## config.mk

```make
export PLATFORM = sky130hd
export DESIGN_NAME = wb_writer_flat
export DESIGN_NICKNAME = d
export VERILOG_FILES = /design/src/rtl/wb_writer_if.sv /design/src/rtl/wb_writer.sv /design/src/flat_wrapper.sv
export SDC_FILE = /design/constraint.sdc
export NUM_CORES = 1
export LEC_CHECK = 0
export BUFFER_PORTS_ARGS = -buffer_cell sky130_fd_sc_hd__buf_2
export CAP_MARGIN = 10
export CORE_ASPECT_RATIO = 0.5
export CORE_MARGIN = 1.5
export CORE_UTILIZATION = 50
export CTS_BUF_LIST = sky130_fd_sc_hd__clkbuf_16
export CTS_CLUSTER_DIAMETER = 40
export DETAILED_ROUTE_END_ITERATION = 8
export PLACE_DENSITY = 0.76
export SYNTH_ARGS = -nofsm -noshare
export SYNTH_HDL_FRONTEND = slang
export SYNTH_SLANG_ARGS = --single-unit
```

## constraint.sdc

```tcl
create_clock -name clk -period 3.95 [get_ports clk]
set_input_delay 0.1975 -clock clk [delete_from_list [all_inputs] [get_ports clk]]
set_output_delay 0.1975 -clock clk [all_outputs]
set_load 0.03 [all_outputs]
```

## src/rtl/wb_writer_if.sv

```systemverilog
// Register-file writeback bus: pipeline and long-latency result inputs, issue/scoreboard
// signals, and the single registered write port.
interface wb_writer_if;
  logic        wb_valid;
  logic [4:0]  wb_addr;
  logic [31:0] wb_data;
  logic        lu_valid;
  logic [4:0]  lu_addr;
  logic [31:0] lu_data;
  logic        lu_ready;
  logic        iss_valid;
  logic [4:0]  iss_addr;
  logic [31:0] busy;
  logic        L_S;
  logic [4:0]  Wt_addr;
  logic [31:0] Wt_data;

  modport master (
    output wb_valid, wb_addr, wb_data, lu_valid, lu_addr, lu_data, iss_valid, iss_addr,
    input  lu_ready, busy, L_S, Wt_addr, Wt_data
  );

  modport slave (
    input  wb_valid, wb_addr, wb_data, lu_valid, lu_addr, lu_data, iss_valid, iss_addr,
    output lu_ready, busy, L_S, Wt_addr, Wt_data
  );
endinterface

```

## src/rtl/wb_writer.sv

```systemverilog
// Register-file write arbiter: pipeline writeback has priority, long-latency results are
// buffered in a FIFO, and a busy scoreboard tracks pending long-latency destinations.
// Optional macro WB_WRITER_BYPASS_EN lets a result skip an empty FIFO when the slot is free.
module wb_writer #(
  parameter int FIFO_DEPTH = 2
) (
  input  logic         clk,
  input  logic         rst,
  wb_writer_if.slave   bus
);

  localparam int AW = $clog2(FIFO_DEPTH);
  typedef logic [AW:0] ptr_t;

  logic [4:0]  addr_mem [FIFO_DEPTH];
  logic [31:0] data_mem [FIFO_DEPTH];

  ptr_t        wr_ptr_q, wr_ptr_d;
  ptr_t        rd_ptr_q, rd_ptr_d;
  logic        l_s_q, l_s_d;
  logic        lu_src_q, lu_src_d;
  logic [4:0]  wt_addr_q, wt_addr_d;
  logic [31:0] wt_data_q, wt_data_d;
  logic [31:0] busy_q, busy_d;

  logic wb_own, full, empty, lu_fire, lu_keep, bypass, push, pop;

  assign full  = (wr_ptr_q[AW] != rd_ptr_q[AW]) &&
                 (wr_ptr_q[AW-1:0] == rd_ptr_q[AW-1:0]);
  assign empty = (wr_ptr_q == rd_ptr_q);

  assign wb_own  = bus.wb_valid && (bus.wb_addr != 5'd0);
  assign lu_fire = bus.lu_valid && !full;
  // Results to x0 are handshaken but never stored or written.
  assign lu_keep = lu_fire && (bus.lu_addr != 5'd0);

`ifdef WB_WRITER_BYPASS_EN
  assign bypass = lu_keep && empty && !wb_own;
`else
  assign bypass = 1'b0;
`endif

  assign push = lu_keep && !bypass;
  assign pop  = !wb_own && !empty;

  always_comb begin
    // NOTE: every combinational output gets a default first so no path infers a latch.
    wr_ptr_d  = wr_ptr_q;
    rd_ptr_d  = rd_ptr_q;
    l_s_d     = 1'b0;
    lu_src_d  = 1'b0;
    wt_addr_d = wt_addr_q;
    wt_data_d = wt_data_q;
    busy_d    = busy_q;

    if (push) wr_ptr_d = wr_ptr_q + ptr_t'(1);
    if (pop)  rd_ptr_d = rd_ptr_q + ptr_t'(1);

    if (wb_own) begin
      l_s_d     = 1'b1;
      wt_addr_d = bus.wb_addr;
      wt_data_d = bus.wb_data;
    end else if (pop) begin
      l_s_d     = 1'b1;
      lu_src_d  = 1'b1;
      wt_addr_d = addr_mem[rd_ptr_q[AW-1:0]];
      wt_data_d = data_mem[rd_ptr_q[AW-1:0]];
    end else if (bypass) begin
      l_s_d     = 1'b1;
      lu_src_d  = 1'b1;
      wt_addr_d = bus.lu_addr;
      wt_data_d = bus.lu_data;
    end

    // Clear for the write currently on the port, then set, so a reissue wins.
    if (l_s_q && lu_src_q) busy_d[wt_addr_q] = 1'b0;
    if (bus.iss_valid)     busy_d[bus.iss_addr] = 1'b1;
    busy_d[0] = 1'b0;
  end

  always_ff @(posedge clk) begin
    // NOTE: state registers use non-blocking assignment so every flop samples pre-edge values.
    if (rst) begin
      wr_ptr_q  <= '0;
      rd_ptr_q  <= '0;
      l_s_q     <= 1'b0;
      lu_src_q  <= 1'b0;
      wt_addr_q <= 5'd0;
      wt_data_q <= 32'd0;
      busy_q    <= 32'd0;
    end else begin
      wr_ptr_q  <= wr_ptr_d;
      rd_ptr_q  <= rd_ptr_d;
      l_s_q     <= l_s_d;
      lu_src_q  <= lu_src_d;
      wt_addr_q <= wt_addr_d;
      wt_data_q <= wt_data_d;
      busy_q    <= busy_d;
    end
  end

  // NOTE: FIFO storage is not reset; pointers alone define which entries are valid.
  always_ff @(posedge clk) begin
    if (push) begin
      addr_mem[wr_ptr_q[AW-1:0]] <= bus.lu_addr;
      data_mem[wr_ptr_q[AW-1:0]] <= bus.lu_data;
    end
  end

  assign bus.lu_ready = !full;
  assign bus.busy     = busy_q;
  assign bus.L_S      = l_s_q;
  assign bus.Wt_addr  = wt_addr_q;
  assign bus.Wt_data  = wt_data_q;

endmodule

```

## src/flat_wrapper.sv

```systemverilog
// flat-port wrapper written by rule: the top's interface ports become plain ports
module wb_writer_flat 
#(
  parameter int FIFO_DEPTH = 2
)
  (clk, rst, bus_wb_valid, bus_wb_addr, bus_wb_data, bus_lu_valid, bus_lu_addr, bus_lu_data, bus_iss_valid, bus_iss_addr, bus_lu_ready, bus_busy, bus_L_S, bus_Wt_addr, bus_Wt_data);
  wb_writer_if bus_i ();
  input  logic clk;
  input  logic rst;
  input wire logic [$bits(bus_i.wb_valid)-1:0] bus_wb_valid;
  input wire logic [$bits(bus_i.wb_addr)-1:0] bus_wb_addr;
  input wire logic [$bits(bus_i.wb_data)-1:0] bus_wb_data;
  input wire logic [$bits(bus_i.lu_valid)-1:0] bus_lu_valid;
  input wire logic [$bits(bus_i.lu_addr)-1:0] bus_lu_addr;
  input wire logic [$bits(bus_i.lu_data)-1:0] bus_lu_data;
  input wire logic [$bits(bus_i.iss_valid)-1:0] bus_iss_valid;
  input wire logic [$bits(bus_i.iss_addr)-1:0] bus_iss_addr;
  output wire logic [$bits(bus_i.lu_ready)-1:0] bus_lu_ready;
  output wire logic [$bits(bus_i.busy)-1:0] bus_busy;
  output wire logic [$bits(bus_i.L_S)-1:0] bus_L_S;
  output wire logic [$bits(bus_i.Wt_addr)-1:0] bus_Wt_addr;
  output wire logic [$bits(bus_i.Wt_data)-1:0] bus_Wt_data;
  assign bus_i.wb_valid = bus_wb_valid;
  assign bus_i.wb_addr = bus_wb_addr;
  assign bus_i.wb_data = bus_wb_data;
  assign bus_i.lu_valid = bus_lu_valid;
  assign bus_i.lu_addr = bus_lu_addr;
  assign bus_i.lu_data = bus_lu_data;
  assign bus_i.iss_valid = bus_iss_valid;
  assign bus_i.iss_addr = bus_iss_addr;
  assign bus_lu_ready = bus_i.lu_ready;
  assign bus_busy = bus_i.busy;
  assign bus_L_S = bus_i.L_S;
  assign bus_Wt_addr = bus_i.Wt_addr;
  assign bus_Wt_data = bus_i.Wt_data;
  wb_writer #(.FIFO_DEPTH(FIFO_DEPTH)) u_core (.clk(clk), .rst(rst), .bus(bus_i));
endmodule
```

==> results of run 1 <==
[stage by stage]
step                power (W)  area, µm²  cells  utilization
CTS                  0.004635       7724    876       0.6866
global placement     0.003055       6793    807       0.6038
global route         0.004833       7724    876       0.6866
floorplan            0.002758       5916    526            -
finish               0.004623       7724    876       0.6866
detailed placement   0.003084       6793    807       0.6038
[final cells by class]
class	instances	area share
Timing Repair Buffer	196	0.1529
Inverter	2	0.0009720
Clock inverter	14	0.01426
Sequential cell	149	0.4823
Tap cell	159	0.02576
Clock buffer	18	0.05832
Multi-Input combinational cell	338	0.2655
[Yosys cell counts (2+ instances only)]
cell / count / area [µm²]
edfxtp_1: 74 / 2222
or3_1: 2 / 12.51
mux2i_1: 37 / 370.4
o22ai_1: 32 / 200.2
dfxtp_1: 75 / 1501
nor2_1: 11 / 41.29
nand3b_1: 6 / 45.04
nand4b_1: 2 / 17.52
nand3_1: 2 / 10.01
xnor2_1: 3 / 26.28
nand2b_1: 34 / 212.7
xor2_1: 2 / 17.52
nand2_1: 39 / 146.4
a21oi_1: 106 / 530.5
nor2b_1: 2 / 12.51
inv_1: 2 / 7.510
or3b_2: 2 / 17.52
and3_1: 2 / 12.51
nor3b_1: 4 / 30.03
and3b_1: 3 / 26.28
clkbuf_1: 27 / 101.4
buf_2: 5 / 25.02
buf_6: 3 / 33.78
o21ai_0: 38 / 190.2
[power breakdown]
part	internal [W]	switching (W)	total, W
logic	0.000403	0.000700	0.00110
clock network	0.000900	0.000632	0.00153
registers	0.00183	0.000161	0.00199
[cells in the final DEF (no fill, tap or decap), types with 5 or more instances in the layout]
master	n
a21oi_1	106
buf_2	153
buf_4	6
clkbuf_16	18
dfxtp_1	74
dlygate4sd3_1	37
edfxtp_1	74
inv_1	5
mux2i_1	37
nand2_1	39
nand2b_1	34
nand3b_1	6
nor2_1	8
o21ai_0	38
o22ai_1	32
[how the worst max path moves through the flow]
stage	from	end	slack [ns]	cells after the start
global placement	u_core.wr_ptr_q[0]	u_core.data_mem[1][24]	1.56	4
detailed placement	u_core.rd_ptr_q[0]	u_core.data_mem[0][24]	1.47	3
finish	u_core.wr_ptr_q[0]	u_core.data_mem[0][29]	1.49	3
floorplan	u_core.rd_ptr_q[0]	u_core.wr_ptr_q[1]	0.95	4
global route	u_core.wr_ptr_q[0]	u_core.data_mem[0][11]	1.30	3
CTS	u_core.wr_ptr_q[0]	u_core.data_mem[0][16]	1.45	3
[sequential cells by signal, summed over array words and instances, names as in the netlist, named ones only]
register,count
u_core.bus.L_S,1
u_core.bus.Wt_data,32
u_core.addr_mem,10
u_core.data_mem,64
u_core.wr_ptr_q,2
u_core.bus.busy,31
u_core.rd_ptr_q,2
u_core.lu_src_q,1
u_core.bus.Wt_addr,5
[routing by layer]
layer / track usage / vias to the layer above
met5: 0 / -
met4: 0.08857 / 0
met3: 0.04886 / 20
met2: 0.3938 / 192
met1: 0.2995 / 2189
li1: - / 2289
[kinds of logic (layout without fill, tap and decap cells)]
family / after synthesis / after routing / synth area share
buffers and inverters: 39 / 230 / 0.03025
xor gates and xnor gates: 5 / 5 / 0.007404
and+or+nand+nor: 114 / 114 / 0.1049
DFF: 149 / 149 / 0.6294
AOI/OAI and AO/OA: 180 / 180 / 0.1629
muxes: 38 / 38 / 0.06451
other: 1 / 1 / 0.0006339
[worst max-delay path: stages, from the launching register on]
cell and delay, ns:
dfxtp_1 0.47, xor2_1 0.33, o221ai_1 0.34, nor2_4 0.91
[repair_timing]
| action | 4_1_cts | 5_1_grt |
|---|---|---|
| hold endpoints to repair | 74 | 0 |
| endpoints found under the setup margin | 0 | 0 |
| hold buffers | 37 | 0 |
==> key figures, run 1 <==
Routing
  • Routed met2 length: 6.948 mm
  • Number of nets with antenna violations after routing: 0
  • Met3 WL post-DR: 926 µm
  • DR WL/cell: 16.19 µm
  • M1 WL: 6.118 mm
  • Routed vias/inst: 5.354
  • DRT Pass-1 Iters: 5
  • Top Metal Used: met4
  • WL final: 14.18 mm
  • Drc violations: 0
  • Drt initial violations: 374
  • Routed via count: 4690

Hold path
  • Tightest Hold Check Type: primary input to register
  • Hold depth: 3
  • Worst Hold Endpoint: u_core.bus.Wt_addr[1]
  • Hold wc startpoint: bus_wb_addr[1]

STA
  • Final Hold Viols: 0
  • Fmax: 406.6 MHz
  • Unrepaired setup endpoints after global routing: false
  • Setup tns final: 0 ns
  • Final Setup Violations: 0
  • Final Hold Slack: 0.02118 ns
  • Worst-Margin Slew: 1.198 ns
  • Slew Limit Fails: 0
  • Min cycle time layout: 2.459 ns
  • Max-slew headroom: 0.2012
  • Worst Skew: 0.01100 ns
  • Final setup margin: 1.491 ns
  • Fin crit share: 0.6226

Die
  • Die height: 79.92 µm
  • Row cnt: 27
  • Die Span X: 156.8 µm
  • Initial core utilization: 0.5259
  • Die footprint: 12530 µm²
  • Core Box Area: 11250 µm²
  • Ports: 155

Yosys
  • Register bit total from synthesis: 149
  • Ys async rst share: 0
  • Register area share after synthesis: 0.6294
  • Mapped Area: 5916 µm²
  • Syn nets: 610
  • Cells after Synth: 526
  • Ys Warns: 0
  • Ys flop type: dfxtp_1
  • Average size of a mapped cell: 11.25 µm²
  • Post-synth EDFFs: 74
  • Synth unique cells: 37

Placed design
  • Buffers added on ports: 153
  • Pre-CTS setup slack: 1.475 ns
  • DP HPWL: 8.602 mm
  • GP Congestion: 0.7995

Layout
  • Fin nets: 788
  • Syn-to-layout area delta: 30.56%
  • Multi-input logic area: 2051 µm²
  • Layout cells sized above 1: 0.2789
  • Antenna Cells: 0
  • Fill count: 862
  • Register area: 3725 µm²

Setup path
  • Worst r2r dst: u_core.data_mem[0][29]
  • Crit. End Element: register
  • Crit Path Max Fanout: 37
  • R2R Setup Slk: 1.49 ns
  • Worst setup path category: register to register
  • Crit path required time: 3.98 ns
  • Reg2reg start: u_core.wr_ptr_q[0]
  • CP arrival: 2.49 ns
  • Startpoint Class: register
  • Worst r2r path cells: 3

CTS
  • Sink Count: 149
  • Root buf cell: clkbuf_16
  • Clock buffer depth: 2
  • H-tree levels: 4
  • Post-CTS setup buffer count: 0
  • CTS tree: yes
  • Clk_lat worst skew: 0.42 ns
  • CTS resizes: 0
  • CTS Buf Count: 17
  • Clock transition at path regs: 0.06 ns

Global routing
  • GRT overflow: 0
  • Initial antenna violation count: 0
  • Largest net degree at the start of global routing: 77
  • GR Util All Layers: 0.2340
  • Global-route wire length before repair: 22.18 mm
  • Vias in the first global route: 4495

Pwr
  • Worst vdd ir: 376.7 µV
  • Pwr/cell area: 598.6 nW/µm²
  • Leak pwr: 3.024 nW

Flow run
  • MaxCap Viol Count: 0

Run status
  • Status: complete, no violations
Power figures use the tool's default switching activity.
==> run 2: changes to the inputs <==
--- a/config.mk
+++ b/config.mk
@@ -9,11 +9,11 @@
 export CAP_MARGIN = 10
 export CORE_ASPECT_RATIO = 0.5
 export CORE_MARGIN = 1.5
-export CORE_UTILIZATION = 50
+export CORE_UTILIZATION = 47
 export CTS_BUF_LIST = sky130_fd_sc_hd__clkbuf_16
 export CTS_CLUSTER_DIAMETER = 40
 export DETAILED_ROUTE_END_ITERATION = 8
-export PLACE_DENSITY = 0.76
+export PLACE_DENSITY = 0.75
 export SYNTH_ARGS = -nofsm -noshare
 export SYNTH_HDL_FRONTEND = slang
 export SYNTH_SLANG_ARGS = --single-unit
==> constraint.sdc (replaced) <==
create_clock -name clk -period 2.1 [get_ports clk]
set_input_delay 0.105 -clock clk [delete_from_list [all_inputs] [get_ports clk]]
set_output_delay 0.105 -clock clk [all_outputs]
set_load 0.03 [all_outputs]
==> run 2 against run 1 <==
  * Sequential power increased by 83%
  * Hold slack gained 0.00087 ns
  * Flip-flop and latch count unchanged
  * Highest routed layer unchanged
  * Sequential share of layout area shrank 2.9 points
  * Die area rose by 6.2%
  * Combinational power rose by 120%
  * Clock power is 85% higher
  * Critical path depth grew 4
  * Design area grew 6.5%
  * Via count increased by 7.8%
==> key figures, run 2 (synthesized netlist as in run 1, its figures left out) <==
Hold path
  • Hold wc startpoint: bus_wb_valid (was bus_wb_addr[1])
  • Tightest Hold Check Type: primary input to register (unchanged)

Pwr
  • Seq pwr share: 0.411 (was 0.430)
  • Leak pwr: 3.240 nW (was 3.024 nW)
  • Net Sw Frac: 0.3277 (was 0.3230)
  • Net Switching: 0.002911 W (was 0.001493 W)
  • Pwr/cell area: 1080 nW/µm² (was 598.6 nW/µm²)
  • Clock network power share: 0.319 (was 0.331)
  • Worst vdd ir: 547.1 µV (was 376.7 µV)
  • Total power draw: 0.008883 W (was 0.004623 W)
  • Logic gate share of total power: 0.271 (was 0.239)
  • P_int: 0.005972 W (was 0.003130 W)

STA
  • Slew Limit Fails: 0 (unchanged)
  • Worst-Margin Slew: 0.6409 ns (was 1.198 ns)
  • Final setup margin: 0.2176 ns (was 1.491 ns)
  • Worst Skew: 0.009691 ns (was 0.01100 ns)
  • Min cycle time layout: 1.882 ns
  • Unrepaired setup endpoints after global routing: false (unchanged)
  • Setup tns final: 0 ns (unchanged)
  • Final Hold Slack: 0.02206 ns (was 0.02118 ns)
  • Fmax: 531.2 MHz
  • Fin crit share: 0.8964
  • Final Hold Viols: 0 (unchanged)
  • Final Setup Violations: 0 (unchanged)
  • Max-slew headroom: 0.5711 (was 0.2012)

Routing
  • DR WL/cell: 17.14 µm (was 16.19 µm)
  • DRT Pass-1 Iters: 5 (unchanged)
  • Drt initial violations: 304 (was 374)
  • Drc violations: 0 (unchanged)
  • Routed vias/inst: 5.435 (was 5.354)
  • Routed via count: 5055 (was 4690)
  • Number of nets with antenna violations after routing: 0 (unchanged)
  • WL final: 15.94 mm (was 14.18 mm)

Layout
  • Syn-to-layout area delta: 39.00% (was 30.56%)
  • Antenna Cells: 0 (unchanged)
  • Commonest cells after routing, fill and taps aside: buf_2 (153), a21oi_1 (106), edfxtp_1 (74), dfxtp_1 (74), dlygate4sd3_1 (73) (was buf_2 (153), a21oi_1 (106), edfxtp_1 (74), dfxtp_1 (74), nand2_1 (39))
  • Fill count: 888 (was 862)
  • Fin cells: 930 (was 876)
  • Layout cells sized above 1: 0.2784 (was 0.2789)
  • Fin nets: 836 (was 788)
  • Commonest non-fill, non-tap cell in the layout: buf_2 (unchanged)
  • Max reg flops: 64 (unchanged)

Placed design
  • Pre-CTS setup slack: 0.2689 ns (was 1.475 ns)
  • Buffers added on ports: 153 (unchanged)
  • DP HPWL: 9.202 mm (was 8.602 mm)
  • Placed insts: 825 (was 807)
  • GP Congestion: 0.8287 (was 0.7995)

Setup path
  • Worst setup path category: primary input to register (was register to register)
  • Startpoint Class: primary input (was register)
  • Crit path from: bus_wb_addr[3] (was u_core.wr_ptr_q[0])
  • CP arrival: 2.21 ns (was 2.49 ns)
  • Reg2reg start: u_core.wr_ptr_q[0] (unchanged)
  • Crit Path Max Fanout: 32 (was 37)
  • Crit. End Element: register (unchanged)
  • Crit path required time: 2.43 ns (was 3.98 ns)

Global routing
  • Global-route wire length before repair: 24.34 mm (was 22.18 mm)
  • GR Util All Layers: 0.2425 (was 0.2340)
  • Initial antenna violation count: 0 (unchanged)
  • Largest net degree at the start of global routing: 45 (was 77)
  • Vias in the first global route: 4882 (was 4495)
  • GRT overflow: 0 (unchanged)

Die
  • Die Span X: 161.7 µm (was 156.8 µm)
  • Initial core utilization: 0.4909 (was 0.5259)
  • Row cnt: 28 (was 27)
  • Core Box Area: 12050 µm² (was 11250 µm²)
  • Ports: 155 (unchanged)
  • Die height: 82.33 µm (was 79.92 µm)
  • Die footprint: 13310 µm² (was 12530 µm²)

Flow run
  • MaxCap Viol Count: 0 (unchanged)

CTS
  • H-tree levels: 4 (unchanged)
  • Clock transition at path regs: 0.06 ns (about the same)
  • CTS Buf Count: 17 (unchanged)
  • CTS resizes: 0 (unchanged)
  • Clock buffer depth: 2 (unchanged)
  • Sink Count: 149 (unchanged)
  • Root buf cell: clkbuf_16 (unchanged)
  • Clk_lat worst skew: 0.42 ns (about the same)
  • CTS tree: yes (unchanged)

Run status
  • Status: complete, no violations (unchanged)
run 2: changes by cell type in the layout (fill, tap and decap cells not counted), sizes merged:
cell | previous run | this run
clkbuf | 18 | 19
bufinv | 1 | 0
dlygate4sd3 | 37 | 73
inv | 11 | 10
clkinv | 3 | 4
buf | 159 | 171
run 2: what timing repair did:
item | 4_1_cts | 5_1_grt
hold endpoints to repair | 109 | 1
endpoints found under the setup margin | 0 | 0
setup buffers | 0 | 0
hold buffers | 72 | 1
run 2: worst paths after layout:
check                                         endpoint  slack, ns  depth (start not counted)
worst max-delay path            u_core.bus.Wt_data[12]       0.22                          7
worst min-delay path             u_core.bus.Wt_addr[2]       0.02                          3
worst min register to register     u_core.bus.busy[17]       0.47                          2
worst max register to register  u_core.data_mem[1][15]       0.25                          5
run 2: power by group through the flow:
stage                     combinational, W  sequential [W]  clock [W]
after floorplan                    0.00129         0.00390          0
after global placement             0.00221         0.00368          0
after detailed placement           0.00224         0.00369          0
after CTS                          0.00236         0.00363    0.00285
after global routing               0.00258         0.00368    0.00297
final                              0.00240         0.00365    0.00283
run 2: cell type report:
class	count	area, µm²	share of cell area
sequential	149	3725	0.4530
multi-input combinational	338	2051	0.2494
timing repair buffer	244	1682	0.2045
clock buffer	19	475.5	0.05782
tap	165	206.4	0.02511
clock inverter	13	76.32	0.009282
inverter	2	7.507	0.0009130
run 2: critical path, stage by stage:
cell and delay [ns]:
dlygate4sd3_1 0.55, buf_2 0.13, or4_4 0.52, o21ai_4 0.18, nand2b_1 0.18, buf_4 0.31
o22ai_1 0.24
run 2: per-stage QoR:
step / util / area (µm²)
5_1_grt: 0.6823 / 8223
4_1_cts: 0.6815 / 8213
6_report: 0.6823 / 8223
3_3_place_gp: 0.5759 / 6940
3_5_place_dp: 0.5759 / 6940
2_1_floorplan: - / 5931
run 2: layer usage:
| layer | up-vias | share of wire | GRT usage |
|---|---|---|---|
| li1 | 2388 | - | - |
| met1 | 2415 | 0.42 | 0.2907 |
| met2 | 212 | 0.49 | 0.4266 |
| met3 | 40 | 0.064 | 0.05395 |
| met4 | 0 | 0.025 | 0.1165 |
| met5 | - | 0 | 0 |
==> run 3: changes to the inputs <==
--- a/config.mk
+++ b/config.mk
@@ -7,13 +7,13 @@
 export LEC_CHECK = 0
 export BUFFER_PORTS_ARGS = -buffer_cell sky130_fd_sc_hd__buf_2
 export CAP_MARGIN = 10
-export CORE_ASPECT_RATIO = 0.5
+export CORE_ASPECT_RATIO = 1.5
 export CORE_MARGIN = 1.5
-export CORE_UTILIZATION = 47
+export CORE_UTILIZATION = 40
 export CTS_BUF_LIST = sky130_fd_sc_hd__clkbuf_16
 export CTS_CLUSTER_DIAMETER = 40
 export DETAILED_ROUTE_END_ITERATION = 8
-export PLACE_DENSITY = 0.75
+export PLACE_DENSITY = 0.66
 export SYNTH_ARGS = -nofsm -noshare
 export SYNTH_HDL_FRONTEND = slang
 export SYNTH_SLANG_ARGS = --single-unit
==> run 3 against run 2 <==
  * Critical path depth shrank 2
  * Design area grew 1.3%
  * Die area grew 17%
==> key figures, run 3 (synthesized netlist as in run 1, its figures left out) <==
Run status
  • Status: complete, no violations (unchanged)

STA
  • Final Hold Viols: 0 (unchanged)
  • Max-slew headroom: 0.5550 (was 0.5711)
  • Worst Skew: 0.01093 ns (was 0.009691 ns)
  • Fin crit share: 0.9358 (was 0.8964)
  • Worst-Margin Slew: 0.6650 ns (was 0.6409 ns)
  • Unrepaired setup endpoints after global routing: false (unchanged)
  • Final Setup Violations: 0 (unchanged)
  • Fmax: 508.9 MHz (was 531.2 MHz)
  • Min cycle time layout: 1.965 ns (was 1.882 ns)
  • Slew Limit Fails: 0 (unchanged)
  • Final Hold Slack: 0.006481 ns (was 0.02206 ns)

Setup path
  • Startpoint Class: register (was primary input)
  • Worst setup path category: register to register (was primary input to register)
  • CP arrival: 2.07 ns (was 2.21 ns)
  • Crit Path Max Fanout: 24 (was 32)
  • Crit. End Element: register (unchanged)
  • Crit path required time: 2.20 ns (was 2.43 ns)

CTS
  • Sink Count: 149 (unchanged)
  • CTS tree: yes (unchanged)
  • Clock transition at path regs: 0.06 ns (about the same)
  • Root buf cell: clkbuf_16 (unchanged)
  • Clock buffer depth: 2 (unchanged)
  • Post-CTS setup buffer count: 0 (unchanged)
  • CTS Buf Count: 17 (unchanged)
  • Clk_lat worst skew: 0.41 ns (was 0.42 ns)
  • H-tree levels: 4 (unchanged)

Die
  • Initial core utilization: 0.4072 (was 0.4909)
  • Core Box Area: 14530 µm² (was 12050 µm²)
  • Die height: 151.9 µm (was 82.33 µm)
  • Die Span X: 102.3 µm (was 161.7 µm)
  • Ports: 155 (unchanged)
  • Die footprint: 15540 µm² (was 13310 µm²)
  • Row cnt: 54 (was 28)

Global routing
  • Initial antenna violation count: 0 (unchanged)
  • GR Util met1: 0.2274 (was 0.2907)
  • GR Util All Layers: 0.2050 (was 0.2425)
  • Met3 Usage GRT: 0.04416 (was 0.05395)
  • Gr busiest metal: met2 (unchanged)
  • GRT overflow: 0 (unchanged)
  • Vias in the first global route: 4978 (was 4882)
  • Largest net degree at the start of global routing: 39 (was 45)
  • Met2 Resource Use GR: 0.3756 (was 0.4266)
  • Global-route wire length before repair: 24.48 mm (was 24.34 mm)

Pwr
  • Net Switching: 0.002843 W (was 0.002911 W)
  • Clock network power share: 0.330 (was 0.319)
  • Logic gate share of total power: 0.270 (was 0.271)
  • P_int: 0.006219 W (was 0.005972 W)
  • Total power draw: 0.009062 W (was 0.008883 W)
  • Worst vdd ir: 684.6 µV (was 547.1 µV)
  • Leak pwr: 3.276 nW (was 3.240 nW)
  • Net Sw Frac: 0.3137 (was 0.3277)
  • Seq pwr share: 0.399 (was 0.411)
  • Pwr/cell area: 1088 nW/µm² (was 1080 nW/µm²)

Layout
  • Commonest cells after routing, fill and taps aside: buf_2 (153), a21oi_1 (106), edfxtp_1 (74), dfxtp_1 (74), dlygate4sd3_1 (71) (was buf_2 (153), a21oi_1 (106), edfxtp_1 (74), dfxtp_1 (74), dlygate4sd3_1 (73))
  • Multi-input logic area: 2073 µm² (was 2051 µm²)
  • Syn-to-layout area delta: 40.76% (was 39.00%)
  • Fill count: 1230 (was 888)
  • Register area: 3725 µm² (unchanged)
  • Commonest non-fill, non-tap cell in the layout: buf_2 (unchanged)
  • Fin nets: 837 (was 836)
  • Max reg flops: 64 (unchanged)
  • Layout cells sized above 1: 0.2807 (was 0.2784)
  • Antenna Cells: 0 (unchanged)

Placed design
  • GP Congestion: 0.8530 (was 0.8287)
  • Buffers added on ports: 153 (unchanged)
  • DP HPWL: 10.39 mm (was 9.202 mm)

Routing
  • Number of nets with antenna violations after routing: 0 (unchanged)
  • Drc violations: 0 (unchanged)
  • Routed vias/inst: 5.151 (was 5.435)
  • DR WL/cell: 16.23 µm (was 17.14 µm)
  • Routed via count: 4955 (was 5055)
  • WL final: 15.61 mm (was 15.94 mm)
  • DRT Pass-1 Iters: 4 (was 5)
  • Drt initial violations: 212 (was 304)

Flow run
  • MaxCap Viol Count: 0 (unchanged)

Hold path
  • Tightest Hold Check Type: primary input to register (unchanged)
[run 3: changes by cell type in the layout (fill, tap and decap cells not counted), moves of 2 or more]
cell           change
buf_4              +2
clkinv_4           +2
dlygate4sd3_1      -2
inv_1              +2
inv_2              -3
[run 3: routing by layer]
layer | wire, µm | share of wire | vias up
met5 | 0 | 0 | -
li1 | - | - | 2393
met2 | 8606 | 0.55 | 173
met1 | 6012 | 0.39 | 2369
met4 | 250 | 0.016 | 0
met3 | 741 | 0.047 | 20
[run 3: power groups by stage]
stage	registers [W]	clock network, W	logic [W]
after detailed placement	0.00368	0	0.00232
final	0.00362	0.00300	0.00245
after global placement	0.00367	0	0.00227
after floorplan	0.00390	0	0.00129
after global routing	0.00366	0.00321	0.00265
after CTS	0.00362	0.00306	0.00246
[run 3: final cells by class]
type,instances,area share
inverters,2,0.0009016
clock inverters,12,0.01187
repair buffers,244,0.2014
multi-input cells,339,0.2490
flip-flops and latches,149,0.4473
clock buffers,20,0.06011
well taps,196,0.02945
[run 3: critical path: stages, from the launching register on]
cell	delay [ns]
dfxtp_1	0.34
xor2_1	0.20
o221ai_1	0.33
buf_4	0.27
nor2_4	0.27
buf_12	0.23
[run 3: path summary, 6_finish.rpt]
path / startpoint / end / slack (ns) / depth (start not counted)
setup reg to reg: u_core.rd_ptr_q[0] / u_core.data_mem[1][9] / 0.13 / 5
hold reg to reg: u_core.bus.busy[1] / u_core.bus.busy[1] / 0.47 / 2
setup / recovery: u_core.rd_ptr_q[0] / u_core.data_mem[1][9] / 0.13 / 5
hold / removal: bus_wb_data[17] / u_core.bus.Wt_data[17] / 0.006 / 3
[run 3: through the flow]
stage | setup TNS [ns] | cells | setup slack, ns | util | area (µm²)
global placement | 0 | 858 | 0.09119 | 0.4815 | 6994
CTS | 0 | 962 | 0.1162 | 0.5732 | 8327
detailed placement | -0.7932 | 858 | -0.02448 | 0.4815 | 6994
global route | 0 | 962 | 0.01976 | 0.5732 | 8327
finish | 0 | 962 | 0.1349 | 0.5732 | 8327
floorplan | 0 | 526 | 0.01172 | - | 5931
[run 3: timing repair]
action | CTS | global route
endpoints found under the setup margin | 38 | 0
hold endpoints to repair | 108 | 0
hold buffers | 71 | 0
gates resized for setup | 2 | 0
